==> config.mk <==
export PLATFORM = sky130hd
export DESIGN_NAME = a2rt_line_conditioner
export DESIGN_NICKNAME = d
export VERILOG_FILES = /design/src/rtl/a2rt_pkg.sv /design/src/rtl/a2rt_stream_reg.sv /design/src/rtl/a2rt_line_conditioner.sv
export SDC_FILE = /design/constraint.sdc
export NUM_CORES = 1
export LEC_CHECK = 0
export CORE_MARGIN = 5
export CORE_UTILIZATION = 40
export DETAILED_ROUTE_END_ITERATION = 12
export MAX_ROUTING_LAYER = met4
export PLACE_DENSITY = 0.78
export RECOVER_POWER = 50
export SYNTH_ARGS = -nofsm -noshare
export SYNTH_HDL_FRONTEND = slang
export SYNTH_SLANG_ARGS = --single-unit
==> constraint.sdc <==
create_clock -name clk -period 1.9 [get_ports clk]
set_input_delay 0.475 -clock clk [delete_from_list [all_inputs] [get_ports clk]]
set_output_delay 0.475 -clock clk [all_outputs]
set_load 0.1 [all_outputs]
==> src/rtl/a2rt_pkg.sv <==
// a2rt_pkg: shared types and constants for the ASCII-art renderer front end.
//   cond_state_t  - line conditioner FSM states
//   A2RT_*        - default geometry / pixel width and statistics counter width
//   cnt_w()       - width of a counter covering [0, n-1] (minimum 1 bit)
//   sat_inc()     - saturating increment for the statistics counters
package a2rt_pkg;

  typedef enum logic [2:0] {
    WAIT_SOF,
    PASS,
    PAD_LINE,
    DROP_LINE,
    PAD_FRAME
  } cond_state_t;

  localparam int A2RT_DATA_WIDTH    = 24;
  localparam int A2RT_SCREEN_WIDTH  = 800;
  localparam int A2RT_SCREEN_HEIGHT = 600;

  localparam int                     A2RT_STAT_W   = 16;
  localparam logic [A2RT_STAT_W-1:0] A2RT_STAT_MAX = '1;

  function automatic int cnt_w(input int n);
    return (n > 1) ? $clog2(n) : 1;
  endfunction

  function automatic logic [A2RT_STAT_W-1:0] sat_inc(input logic [A2RT_STAT_W-1:0] v,
                                                     input logic                   en);
    return (en && (v != A2RT_STAT_MAX)) ? v + A2RT_STAT_W'(1) : v;
  endfunction

endpackage

==> src/rtl/a2rt_stream_reg.sv <==
// a2rt_stream_reg: single-stage valid/ready register carrying {sof, eow, pixel}.
// Loads whenever it is free (empty, or its current beat is being taken), so it
// sustains one beat per clock with one cycle of latency. Once o_vld is high the
// beat is held unchanged until i_rdy accepts it.
//   clk, rst_n      clock, asynchronous active-low reset
//   i_vld/i_sof/i_eow/i_pix   beat offered by the producer (taken when o_free)
//   o_free          stage can take a beat this cycle
//   o_vld/o_sof/o_eow/o_pix   registered beat towards the consumer
//   i_rdy           consumer ready
module a2rt_stream_reg #(
  parameter int DATA_WIDTH = 24
) (
  input  logic                  clk,
  input  logic                  rst_n,
  input  logic                  i_vld,
  input  logic                  i_sof,
  input  logic                  i_eow,
  input  logic [DATA_WIDTH-1:0] i_pix,
  output logic                  o_free,
  output logic                  o_vld,
  output logic                  o_sof,
  output logic                  o_eow,
  output logic [DATA_WIDTH-1:0] o_pix,
  input  logic                  i_rdy
);

  logic                  r_vld;
  logic                  r_sof;
  logic                  r_eow;
  logic [DATA_WIDTH-1:0] r_pix;

  assign o_free = ~r_vld | i_rdy;

  always_ff @(posedge clk or negedge rst_n) begin
    if (!rst_n) begin
      r_vld <= 1'b0;
      r_sof <= 1'b0;
      r_eow <= 1'b0;
      r_pix <= '0;
    end else if (o_free) begin
      r_vld <= i_vld;
      // Side-band flags are cleared on an empty load so they never linger
      // next to a deasserted valid.
      r_sof <= i_vld & i_sof;
      r_eow <= i_vld & i_eow;
      if (i_vld) r_pix <= i_pix;
    end
  end

  assign o_vld = r_vld;
  assign o_sof = r_sof;
  assign o_eow = r_eow;
  assign o_pix = r_pix;

endmodule

==> src/rtl/a2rt_line_conditioner.sv <==
// a2rt_line_conditioner: forces the raw pixel stream into exact screen geometry
// (SCREEN_WIDTH pixels per line, SCREEN_HEIGHT lines per frame, first pixel on
// SOF). Short lines/frames are padded with PAD_PIXEL, long lines are truncated,
// beats before the first SOF are discarded.
//   clk, rst_n                  clock, asynchronous active-low reset
//   rts_i/rtr_o/sof_i/eow_i/pixel_i   raw input stream
//   rts_o/rtr_i/sof_o/eow_o/pixel_o   conditioned output stream (1-cycle latency)
//   short_line_cnt/long_line_cnt/early_sof_cnt  saturating event counters
// Build option: define A2RT_COND_STATS_EN to enable the event counters; without
// it the counter ports are tied to zero.
module a2rt_line_conditioner
  import a2rt_pkg::*;
#(
  parameter int                    DATA_WIDTH    = A2RT_DATA_WIDTH,
  parameter int                    SCREEN_WIDTH  = A2RT_SCREEN_WIDTH,
  parameter int                    SCREEN_HEIGHT = A2RT_SCREEN_HEIGHT,
  parameter logic [DATA_WIDTH-1:0] PAD_PIXEL     = '0
) (
  input  logic                   clk,
  input  logic                   rst_n,
  input  logic                   rts_i,
  output logic                   rtr_o,
  input  logic                   sof_i,
  input  logic                   eow_i,
  input  logic [DATA_WIDTH-1:0]  pixel_i,
  output logic                   rts_o,
  input  logic                   rtr_i,
  output logic                   sof_o,
  output logic                   eow_o,
  output logic [DATA_WIDTH-1:0]  pixel_o,
  output logic [A2RT_STAT_W-1:0] short_line_cnt,
  output logic [A2RT_STAT_W-1:0] long_line_cnt,
  output logic [A2RT_STAT_W-1:0] early_sof_cnt
);

  localparam int             XW     = cnt_w(SCREEN_WIDTH);
  localparam int             YW     = cnt_w(SCREEN_HEIGHT);
  localparam logic [XW-1:0]  X_LAST = XW'(SCREEN_WIDTH - 1);
  localparam logic [YW-1:0]  Y_LAST = YW'(SCREEN_HEIGHT - 1);

  cond_state_t           r_state;
  cond_state_t           w_state_nxt;
  logic [XW-1:0]         r_x;
  logic [YW-1:0]         r_y;

  logic                  w_free;
  logic                  w_last_x;
  logic                  w_last_y;
  logic                  w_at_origin;
  logic                  w_rtr;
  logic                  w_pass_beat;
  logic                  w_ld;
  logic [DATA_WIDTH-1:0] w_ld_pix;

  assign w_last_x    = (r_x == X_LAST);
  assign w_last_y    = (r_y == Y_LAST);
  assign w_at_origin = (r_x == '0) && (r_y == '0);

  // Next-state / emit decision. Every emitted beat (real or pad) advances x/y,
  // so sof_o and eow_o fall straight out of the current position.
  always_comb begin
    w_state_nxt = r_state;
    w_rtr       = 1'b0;
    w_pass_beat = 1'b0;
    w_ld        = 1'b0;
    w_ld_pix    = PAD_PIXEL;
    unique case (r_state)
      WAIT_SOF: begin
        // Pre-SOF garbage is always swallowed; only the SOF beat waits for room.
        w_rtr       = ~sof_i | w_free;
        w_pass_beat = rts_i & sof_i & w_free;
      end
      PASS: begin
        // A SOF here is never at (0,0): hold it off and pad out the frame.
        w_rtr = w_free & ~sof_i;
        if (rts_i && sof_i) w_state_nxt = PAD_FRAME;
        else                w_pass_beat = rts_i & w_free;
      end
      PAD_LINE: begin
        w_ld = w_free;
        if (w_free && w_last_x) w_state_nxt = w_last_y ? WAIT_SOF : PASS;
      end
      DROP_LINE: begin
        // x is already 0 here; y == 0 means the truncated line closed the frame.
        w_rtr = ~sof_i;
        if (rts_i && (sof_i || eow_i)) begin
          if (w_at_origin) w_state_nxt = WAIT_SOF;
          else             w_state_nxt = sof_i ? PAD_FRAME : PASS;
        end
      end
      PAD_FRAME: begin
        w_ld = w_free;
        if (w_free && w_last_x && w_last_y) w_state_nxt = WAIT_SOF;
      end
      default: w_state_nxt = WAIT_SOF;
    endcase

    if (w_pass_beat) begin
      w_ld     = 1'b1;
      w_ld_pix = pixel_i;
      if (eow_i && !w_last_x)      w_state_nxt = PAD_LINE;
      else if (w_last_x && !eow_i) w_state_nxt = DROP_LINE;
      else if (w_last_x && w_last_y) w_state_nxt = WAIT_SOF;
      else                         w_state_nxt = PASS;
    end
  end

  assign rtr_o = w_rtr;

  always_ff @(posedge clk or negedge rst_n) begin
    if (!rst_n) begin
      r_state <= WAIT_SOF;
      r_x     <= '0;
      r_y     <= '0;
    end else begin
      r_state <= w_state_nxt;
      if (w_ld) begin
        if (w_last_x) begin
          r_x <= '0;
          r_y <= w_last_y ? '0 : r_y + YW'(1);
        end else begin
          r_x <= r_x + XW'(1);
        end
      end
    end
  end

  a2rt_stream_reg #(
    .DATA_WIDTH (DATA_WIDTH)
  ) u_out_reg (
    .clk    (clk),
    .rst_n  (rst_n),
    .i_vld  (w_ld),
    .i_sof  (w_at_origin),
    .i_eow  (w_last_x),
    .i_pix  (w_ld_pix),
    .o_free (w_free),
    .o_vld  (rts_o),
    .o_sof  (sof_o),
    .o_eow  (eow_o),
    .o_pix  (pixel_o),
    .i_rdy  (rtr_i)
  );

`ifdef A2RT_COND_STATS_EN
  logic                   w_ev_short;
  logic                   w_ev_long;
  logic                   w_ev_early;
  logic [A2RT_STAT_W-1:0] r_short_cnt;
  logic [A2RT_STAT_W-1:0] r_long_cnt;
  logic [A2RT_STAT_W-1:0] r_early_cnt;

  // Each event coincides with the one-cycle transition into its handling state.
  assign w_ev_short = w_pass_beat & eow_i & ~w_last_x;
  assign w_ev_long  = w_pass_beat & ~eow_i & w_last_x;
  assign w_ev_early = rts_i & sof_i &
                      ((r_state == PASS) | ((r_state == DROP_LINE) & ~w_at_origin));

  always_ff @(posedge clk or negedge rst_n) begin
    if (!rst_n) begin
      r_short_cnt <= '0;
      r_long_cnt  <= '0;
      r_early_cnt <= '0;
    end else begin
      r_short_cnt <= sat_inc(r_short_cnt, w_ev_short);
      r_long_cnt  <= sat_inc(r_long_cnt,  w_ev_long);
      r_early_cnt <= sat_inc(r_early_cnt, w_ev_early);
    end
  end

  assign short_line_cnt = r_short_cnt;
  assign long_line_cnt  = r_long_cnt;
  assign early_sof_cnt  = r_early_cnt;
`else
  assign short_line_cnt = '0;
  assign long_line_cnt  = '0;
  assign early_sof_cnt  = '0;
`endif

endmodule
==> reports/metrics.yaml <==
outcome: "complete, but fails checks"
failed_checks: "negative setup slack"
synth_edf_count: 0
cts_buffers: 5
grt_pass1_vias: 2307
rrSetupSlack_ns: 0.04
rows: 31
drc: 0
drv_cap: 0
core-area_um2: 7137
synthMostInstantiatedCell: "dfrtp_1"
tightest_slew_ns: 1.233
cts_num_sinks: 50
finalCriticalPeriod_ns: 1.905
synth_top_area_cell: "dfrtp_1"
via_per_inst: 4.993
synth_common_cells: "dfrtp_1, buf_4, a22o_1, nand2_1, o21ai_0"
ys_seq_elements: 50
timing.final.ws_setup_ns: -0.005037
yosysWarnings: 0
hold_class: "reg2reg"
grt_overflow: 0
yosysSeqAreaShare_pct: 43.29
io_buffers: 57
finalHoldViolCount: 0
wl_per_cell_um: 14.50
ff2ff_path_depth: 7
fin_util_pct: 54.31
ys.flop_type: "dfrtp_1"
fin_hold_ws_ns: 0.4823
cts_tree: "built"
n_antenna_cell: 0
min_path_cells: 2
drive_gt1_share_pct: 26.04
worstPathRequired_ns: 1.42
initial_utilization_pct: 40.50
clkLatencyLatePin_ns: 0.31
crit_fanout: 5
cts_buffer_depth: 2
finalMaxSlewViolations: 0
seqPwrFrac_pct: 24.4
power_w: 0.006940
synth_area_leaders: "dfrtp_1, buf_4, a22o_1"
rsz0062_at_grt: "true"
grt_pass1_wl_um: 10930
power.density_nw_per_um2: 1790
die_area_um2: 9026
track_usage_pct: 16.00
io-pin-count: 106
dr.pass1.iters: 4
cp-start-kind: "flip-flop"
critPathCaptureType: "primary output"
postSynth.asyncResetShare_pct: 100.0
antenna_left: 0
fp.dieH_um: 95.01
p_sw_w: 0.003647
p_int_w: 0.003292
dp_hpwl_um: 4973
syn-cell-area_um2: 2890
switching_share_pct: 52.56
clkSlewWorstSetupHoldPaths_ns: 0.09
nets: 396
syn_avg_cell_area_um2: 10.29
routed-via-count: 2297
ir_drop_uv: 1501
grt_max_degree: 51
clock.fmax_mhz: 524.9
synth_top_area_share_pct: 43.29
combinationalPowerShare_pct: 64.6
place_congestion: 0.8619
area_growth_pct: 34.11
worst-setup-path-type: "reg2out"
die_w_um: 95.01
netlist_instances: 281
htree_levels: 2
period_share_pct: 100.3
maxSlewHeadroom_pct: 17.80
drt_iter0_markers: 66
routed_wirelength_um: 6668
power_leakage_nw: 1.838
fin_skew_ns: 0.006593
cts_root_buf: "clkbuf_8"
synth_cell_type_count: 55
arrival_ns: 1.43
antenna_found_initial: 0
clockPowerShare_pct: 10.9
setup_viol: 1
## area by class of cell
type                            count  area [um^2]
Clock buffer                        5        68.82
Clock inverter                      3        45.04
Fill cell                         607         3261
Inverter                            9        38.79
Multi-Input combinational cell    207         1400
Sequential cell                    50         1257
Tap cell                           99        123.9
Timing Repair Buffer               87        942.2
## critical path, cell delays in order, from the launching register on
cell     delay [ns]
dfrtp_2        0.46
nor2b_1        0.16
nor2_1         0.12
o311a_4        0.22
buf_12         0.17
## per-stage QoR
stage                TNS [ns]  instances  worst slack [ns]  cell area [um^2]
floorplan            -0.03558        328          -0.03558              3088
global placement       -10.30        445           -0.2786              3854
detailed placement     -13.29        445           -0.3814              3854
CTS                  -0.02371        454          -0.02371              3994
global route          -0.1164        460          -0.04525              3876
finish              -0.005037        460         -0.005037              3876
## routing by layer
metal	up-vias	share of wire [%]	wire (um)	track usage (%)
met5	-	0	0	-
met4	0	0.88	59	5.769
met3	4	9.4	626	5.498
met2	98	50	3347	25.48
met1	1129	40	2635	18.78
li1	1066	-	-	-
## final timing paths
path / from / end
worst max-delay path: r_state[1] / rtr_o
worst min-delay path: u_out_reg.o_eow / u_out_reg.o_eow
worst max register to register: u_out_reg.o_vld / r_state[1]
worst min register to register: u_out_reg.o_eow / u_out_reg.o_eow
max in group asynchronous: rst_n / u_out_reg.o_vld
min in group asynchronous: rst_n / u_out_reg.o_pix[21]
## what timing repair did
action	CTS	global route
setup buffers	2	6
pin swaps	2	1
hold buffers	0	0
setup endpoints to repair	3	35
gates resized for setup	8	4
## cells in the final DEF, fill, tap and decap left out, types with 2 or more instances in the layout
| cell type | count |
|---|---|
| xor2_1 | 6 |
| a22o_1 | 25 |
| nor3_2 | 2 |
| xnor2_1 | 3 |
| buf_4 | 25 |
| dlygate4sd2_1 | 2 |
| nor3_1 | 7 |
| inv_1 | 8 |
| and3_1 | 5 |
| nand3_1 | 8 |
| clkbuf_8 | 5 |
| clkinvlp_4 | 2 |
| nor4_1 | 2 |
| buf_12 | 20 |
| o21ai_0 | 10 |
| nand2_1 | 16 |
| o31ai_1 | 6 |
| nor2b_1 | 2 |
| nand4_1 | 3 |
| and4_1 | 5 |
| and2_1 | 3 |
| nor3b_1 | 2 |
| dfrtp_2 | 2 |
| o21a_1 | 3 |
| a21oi_1 | 3 |
| nor2_1 | 8 |
| conb_1 | 48 |
| clkdlybuf4s50_1 | 26 |
| a21boi_0 | 2 |
| dfrtp_1 | 47 |
| ha_1 | 6 |
| o21ai_2 | 2 |
| clkbuf_2 | 12 |
## logic make-up (layout without fill, tap and decap cells)
logic type      after synthesis  in the layout  synth area share [%]
xor+xnor                      9              9                 2.727
mux                           1              1                0.3463
simple gates                 75             75                 15.93
flops                        50             50                 43.29
buf+inv                      71            104                 16.15
fa+ha+maj                     6              6                 2.597
compound gates               68             68                 18.83
other cells                   1             48                0.1297
## power by group through the flow
stage	Sequential (W)	Clock (W)	Combinational, W
final	0.00170	0.000757	0.00449
after global routing	0.00175	0.000815	0.00469
after CTS	0.00175	0.000780	0.00465
after detailed placement	0.00176	0	0.00460
after global placement	0.00175	0	0.00454
after floorplan	0.00311	0	0.00163
## sequential cells by signal (all words and copies together), names as in the netlist
register	flops
r_state	3
r_y	10
u_out_reg.o_eow	1
u_out_reg.o_vld	1
r_x	10
u_out_reg.o_sof	1
u_out_reg.o_pix	24
(Power assumes the default switching activity.)
